## src/rtl/chime_pkg.sv

```systemverilog
// Shared types and default timing for the doorbell chime controller.
package chime_pkg;

  typedef enum logic [1:0] {
    IDLE = 2'd0,
    DING = 2'd1,
    DONG = 2'd2,
    GAP  = 2'd3
  } state_t;

  localparam int TONE_LEN_DEF = 8;
  localparam int GAP_LEN_DEF  = 4;
  localparam int CNT_W        = $clog2(256);

endpackage

```

## src/rtl/btn_edge.sv

```systemverilog
// Rising-edge detector for one synchronous button level.
module btn_edge (
  input  logic clk,
  input  logic rst,
  input  logic btn,
  output logic press
);

  logic r_prev;

  // Previous-sample register; cleared by reset so a held button fires after release
  always_ff @(posedge clk or posedge rst) begin
    if (rst) r_prev <= 1'b0;
    else     r_prev <= btn;
  end

  assign press = btn & ~r_prev;

endmodule

```

## src/rtl/chime_controller.sv

```systemverilog
// Two-door chime sequencer: front plays ding-dong, back plays dong,
// followed by a silent lockout. Presses during a chime are queued once.
module chime_controller
  import chime_pkg::*;
#(
  parameter int TONE_LEN = TONE_LEN_DEF,
  parameter int GAP_LEN  = GAP_LEN_DEF
) (
  input  logic             clk,
  input  logic             rst,
  input  logic             front_btn,
  input  logic             back_btn,
  output logic             sel,
  output logic             chime_en,
  output logic             busy,
  output logic [7:0]       ring_count
);

  localparam logic [CNT_W-1:0] TONE_LOAD = CNT_W'(TONE_LEN - 1);
  localparam logic [CNT_W-1:0] GAP_LOAD  = CNT_W'(GAP_LEN - 1);

  state_t           r_state;
  logic [CNT_W-1:0] r_cnt;
  logic             r_pend_f, r_pend_b;
  logic             r_sel, r_chime_en, r_busy;
  logic [7:0]       r_ring;

  logic w_front_press, w_back_press;
  logic w_front_req, w_back_req, w_idle, w_start_f, w_start_b, w_cnt_done;

  btn_edge u_front_edge (.clk(clk), .rst(rst), .btn(front_btn), .press(w_front_press));
  btn_edge u_back_edge  (.clk(clk), .rst(rst), .btn(back_btn),  .press(w_back_press));

  assign w_idle      = (r_state == IDLE);
  assign w_front_req = w_front_press | r_pend_f;
  assign w_back_req  = w_back_press  | r_pend_b;
  // Front always wins an IDLE decision, whether the request is fresh or pending
  assign w_start_f   = w_idle & w_front_req;
  assign w_start_b   = w_idle & ~w_front_req & w_back_req;
  assign w_cnt_done  = (r_cnt == '0);

  // Single-depth pending flags: set by any press not started now, cleared when its chime starts
  always_ff @(posedge clk or posedge rst) begin
    if (rst) begin
      r_pend_f <= 1'b0;
      r_pend_b <= 1'b0;
    end else begin
      r_pend_f <= w_start_f ? 1'b0 : (r_pend_f | w_front_press);
      r_pend_b <= w_start_b ? 1'b0 : (r_pend_b | w_back_press);
    end
  end

  // Chime FSM with phase counter; outputs are registered alongside each state change
  always_ff @(posedge clk or posedge rst) begin
    if (rst) begin
      r_state    <= IDLE;
      r_cnt      <= '0;
      r_sel      <= 1'b0;
      r_chime_en <= 1'b0;
      r_busy     <= 1'b0;
      r_ring     <= 8'd0;
    end else begin
      case (r_state)
        IDLE: begin
          if (w_start_f) begin
            r_state    <= DING;
            r_cnt      <= TONE_LOAD;
            r_sel      <= 1'b0;
            r_chime_en <= 1'b1;
            r_busy     <= 1'b1;
            r_ring     <= r_ring + 8'd1;
          end else if (w_start_b) begin
            r_state    <= DONG;
            r_cnt      <= TONE_LOAD;
            r_sel      <= 1'b1;
            r_chime_en <= 1'b1;
            r_busy     <= 1'b1;
            r_ring     <= r_ring + 8'd1;
          end
        end
        DING: begin
          if (w_cnt_done) begin
            r_state <= DONG;
            r_cnt   <= TONE_LOAD;
            r_sel   <= 1'b1;
          end else begin
            r_cnt <= r_cnt - 1'b1;
          end
        end
        DONG: begin
          if (w_cnt_done) begin
            r_state    <= GAP;
            r_cnt      <= GAP_LOAD;
            r_sel      <= 1'b0;
            r_chime_en <= 1'b0;
          end else begin
            r_cnt <= r_cnt - 1'b1;
          end
        end
        GAP: begin
          if (w_cnt_done) begin
            r_state <= IDLE;
            r_cnt   <= '0;
            r_busy  <= 1'b0;
          end else begin
            r_cnt <= r_cnt - 1'b1;
          end
        end
        default: begin
          r_state    <= IDLE;
          r_cnt      <= '0;
          r_sel      <= 1'b0;
          r_chime_en <= 1'b0;
          r_busy     <= 1'b0;
        end
      endcase
    end
  end

  assign sel        = r_sel;
  assign chime_en   = r_chime_en;
  assign busy       = r_busy;
  assign ring_count = r_ring;

endmodule

```

## config.mk

```make
export PLATFORM = sky130hd
export DESIGN_NAME = chime_controller
export DESIGN_NICKNAME = d
export VERILOG_FILES = /design/src/rtl/chime_pkg.sv /design/src/rtl/btn_edge.sv /design/src/rtl/chime_controller.sv
export SDC_FILE = /design/constraint.sdc
export NUM_CORES = 1
export LEC_CHECK = 0
export BUFFER_PORTS_ARGS = -buffer_cell sky130_fd_sc_hd__buf_2
export CAP_MARGIN = 10
export CORE_ASPECT_RATIO = 0.9
export CORE_MARGIN = 2
export CORE_UTILIZATION = 57
export DETAILED_ROUTE_END_ITERATION = 8
export GPL_TIMING_DRIVEN = 0
export PLACE_DENSITY = 0.78
export SLEW_MARGIN = 30
export SYNTH_ARGS = -nofsm -noshare
export SYNTH_HDL_FRONTEND = slang
export SYNTH_SLANG_ARGS = --single-unit
```

## constraint.sdc

```tcl
create_clock -name clk -period 2.47 [get_ports clk]
set_clock_uncertainty 0.1 [all_clocks]
set_input_delay 0.1235 -clock clk [delete_from_list [all_inputs] [get_ports clk]]
set_output_delay 0.1235 -clock clk [all_outputs]
set_load 0.02 [all_outputs]
```

==> parameters.txt <==
Parameter                              Value

Power and ir drop
  Sum of internal, switching and leakage power ... just over 0.6 mW
  Leakage Power ... approximately 0.74 nW
  Worst ir drop on vdd ... 0.0003810 V
  Areal power density over the cells ... 398.3 nW/um^2

Clock tree
  TritonCTS clock tree ... built
  Insertion delay to the later sink of the worst-skew pair ... ~0.32 ns
  CTS-repair resized insts ... 0
  Clock Sinks ... 25
  Clk buf depth ... 2
  Clock buffer count from CTS ... 3
  Clock edge transition at the registers on the reported setup and hold paths ... roughly 0.13 ns
  CTS H-tree lvls ... 1
  Root buffer selected by CTS ... clkbuf_4

Logic synthesis
  Synthesis-stage register bit count ... 25
  Total standard cell area after synthesis ... between 1000 and 1500 um^2
  Yosys warning total ... 0
  Syn nets ... 143
  Sequential element share of the synthesized area ... a little under half
  Mean instance size in the synthesized netlist ... 10.32 um^2
  Cell variety after synth ... between 40 and 50
  Cells after synthesis ... around 130

Cells and area
  Final net count ... between 150 and 200
  Share of layout cells above drive strength 1 ... around a fifth
  Area overhead of the layout relative to synthesis ... 11.67%
  Final antenna diode count ... 0
  Fill count ... 177
  Final Core Density ... 68.98%

Timing
  Rel. slew slack ... 56.82%
  Actual slew at the worst max-slew pin ... 0.6455 ns
  Final Hold Fails ... 0
  Unrepaired setup endpoints after global routing ... false
  Final critical delay including setup and external delays ... around 2.1 ns
  Share of the clock period used by the worst path ... a little under 90%
  Total of endpoints with negative setup slack in the final report ... 0
  Total negative slack ... 0 ns
  Final count of pins violating max slew ... 0
  Maximum frequency from static timing analysis ... approximately 0.47 GHz

Min path
  Hold WC Path Type ... input pin to asynchronous set/reset pin

Die
  Chip width ... around 56 um
  Die Y ... between 50 and 60 um
  Count of pins on the block boundary ... 15
  Area of the placeable core ... around 2200 um^2
  Starting Density ... 61.77%
  Die area ... between 2000 and 3000 um^2
  Site row count ... 16

Outcome
  Result of the run ... finished, final reports clean

Worst setup path
  CP Depth ... 6
  Data required, critical path ... approximately 2.6 ns
  Worst setup EP type ... flop
  Data arrival at the endpoint of the critical path ... roughly 2.3 ns
  CP Buf/Inv Count ... 1
  CP startpoint kind ... flop
  Delay of the slowest critical-path stage ... ~0.46 ns
  Number of cell instances on the worst register-to-register path ... 6
  Critical-path cell with the highest stage delay ... dfrtp_1
  Startpoint-to-endpoint class of the critical path ... flop to flop
  Ordered list of cells on the worst path ... inv_1, ha_1, nor4b_4, a21oi_1, nor2_1, mux2_2
  Max FO, Critical Path ... 8
  Crit-path leading delay family ... simple AND/OR/NAND/NOR gates

Global routing
  GRT Overall Usage ... between 20% and 30%
  Overflow after GRT ... 0
  Via count of the first global-routing pass ... just over 1000
  Met2 routing resource usage after global routing ... between 30% and 40%
  Fraction of met1 tracks used by global routing ... a little under 30%
  Pin count of the biggest net entering global routing ... 26
  Initial antenna violation count ... 0
  Wire length of the first global-routing pass ... between 4 and 5 mm
  Met3 Track Usage GR ... around 5.4%
  Most used routing layer in global routing ... met2

Routing
  DR iter-0 viols ... 33
  Post-DR vias/cell ... approximately 5.6
  Total number of vias ... 1021
  WL/cell ... ~14 um
  Number of detailed-route iterations in the first pass ... 4
  Number of nets with antenna violations after detailed routing ... 0
  DRT Wirelength ... around 2.5 mm
  Number of DRC violations after detailed routing ... 0

Placement
  Detailed placer's ending HPWL ... roughly 1.8 mm
  Placer's final routability congestion estimate ... 0.7905
  Total of buffers placed on input and output ports ... 14

Flow run
  Max-cap violation count ... 0
cells by family after synthesis:
group           synth area share, %
buf+inv                       3.920
mux                           3.829
xor+xnor                      4.467
flops                         45.58
compound gates                15.59
fa+ha+maj                     5.469
simple gates                  21.15
worst min-delay path, cell delays in order:
cell and delay [ns]:
dlygate4sd3_1 0.54, buf_2 0.12, inv_2 0.38
final cells by class:
class                      count  area, um^2  area share, %
buffer                         2       16.27          1.061
clock buffer                   4       26.28          1.714
inverter                      10       37.54          2.449
multi-input combinational     96       693.2          45.22
sequential                    25       625.6          40.82
tap                           27       33.78          2.204
timing repair buffer          17       100.1          6.531
per-stage QoR:
stage | cells | area (um^2) | setup WS (ns) | hold slack, ns
floorplan | 133 | 1373 | 0.6153 | 0.05082
global placement | 174 | 1476 | 0.4292 | 0.1482
finish | 181 | 1533 | 0.3309 | 0.2729
detailed placement | 174 | 1476 | 0.3363 | 0.1557
global route | 181 | 1533 | 0.1444 | 0.3211
CTS | 181 | 1533 | 0.3178 | 0.3516
per-layer routing:
metal,vias to the layer above,wire [um]
met5,-,0
met4,0,13
met3,2,72
met2,10,1206
met1,495,1225
li1,514,-
layout by cell type (no fill, tap or decap), types with 2 or more instances in the layout:
master	Yosys	final
or2b_1	2	2
mux2i_1	3	3
buf_2	1	15
a31oi_1	2	2
nor2b_1	5	5
dlygate4sd3_1	0	3
clkbuf_4	0	3
inv_1	10	9
nand4_1	3	3
nor3_1	7	7
nand2_1	7	7
mux2_2	2	2
ha_1	6	6
a21oi_1	8	8
nor2_1	12	12
dfrtp_1	25	25
xor2_1	6	6
nand3_1	4	4
or3_1	2	2
o21ai_0	4	4
cells in the mapped netlist, drive strengths merged:
cell type / number / area [um^2]
xnor2: 1 / 8.760
and3: 1 / 6.260
a2bb2oi: 1 / 8.760
a211oi: 2 / 20.02
o41ai: 1 / 27.53
xor2: 6 / 52.55
o21ai: 4 / 20.02
nand2: 7 / 26.28
or3: 3 / 23.77
and4: 1 / 8.760
o31ai: 1 / 7.510
nand4: 3 / 18.77
mux2: 2 / 22.52
mux2i: 3 / 30.03
nand3b: 1 / 7.510
a31oi: 2 / 12.51
o31a: 1 / 10.01
dfrtp: 25 / 625.6
o22a: 2 / 18.77
nand2b: 1 / 6.260
a22oi: 1 / 7.510
ha: 6 / 75.07
o21bai: 1 / 7.510
nor2b: 5 / 31.28
or2b: 2 / 15.01
a21oi: 9 / 48.80
and4bb: 1 / 12.51
nor4b: 1 / 23.77
a221oi: 1 / 8.760
nor3: 8 / 45.04
buf: 2 / 16.26
o311ai: 1 / 8.760
inv: 10 / 37.54
nor2: 12 / 45.04
nand3: 4 / 20.02
a21boi: 1 / 7.510
where the power goes:
part	switching (mW)	internal, mW
Combinational	0.0126	0.00679
Clock	0.116	0.0632
Sequential	0.000700	0.411
Total	0.130	0.481
timing repair:
action                                 in CTS  in global routing
hold buffers                                3                  0
setup buffers                               0                  0
endpoints found under the hold margin      27                  0
path summary, 6_finish.rpt:
kind	end	slack (ns)	startpoint
max	r_state[0]$_DFFE_PP0P_	0.33	r_cnt[0]$_DFFE_PP0N_
min	r_cnt[0]$_DFFE_PP0N_	0.27	rst
max reg2reg	r_state[0]$_DFFE_PP0P_	0.33	r_cnt[0]$_DFFE_PP0N_
min reg2reg	ring_count[7]$_DFFE_PP0P_	0.37	ring_count[7]$_DFFE_PP0P_
max in group asynchronous	chime_en$_DFFE_PP0P_	1.64	rst
min in group clk	u_back_edge.r_prev$_DFF_PP0_	0.37	back_btn
No activity file was read; power rests on OpenSTA's default activity.
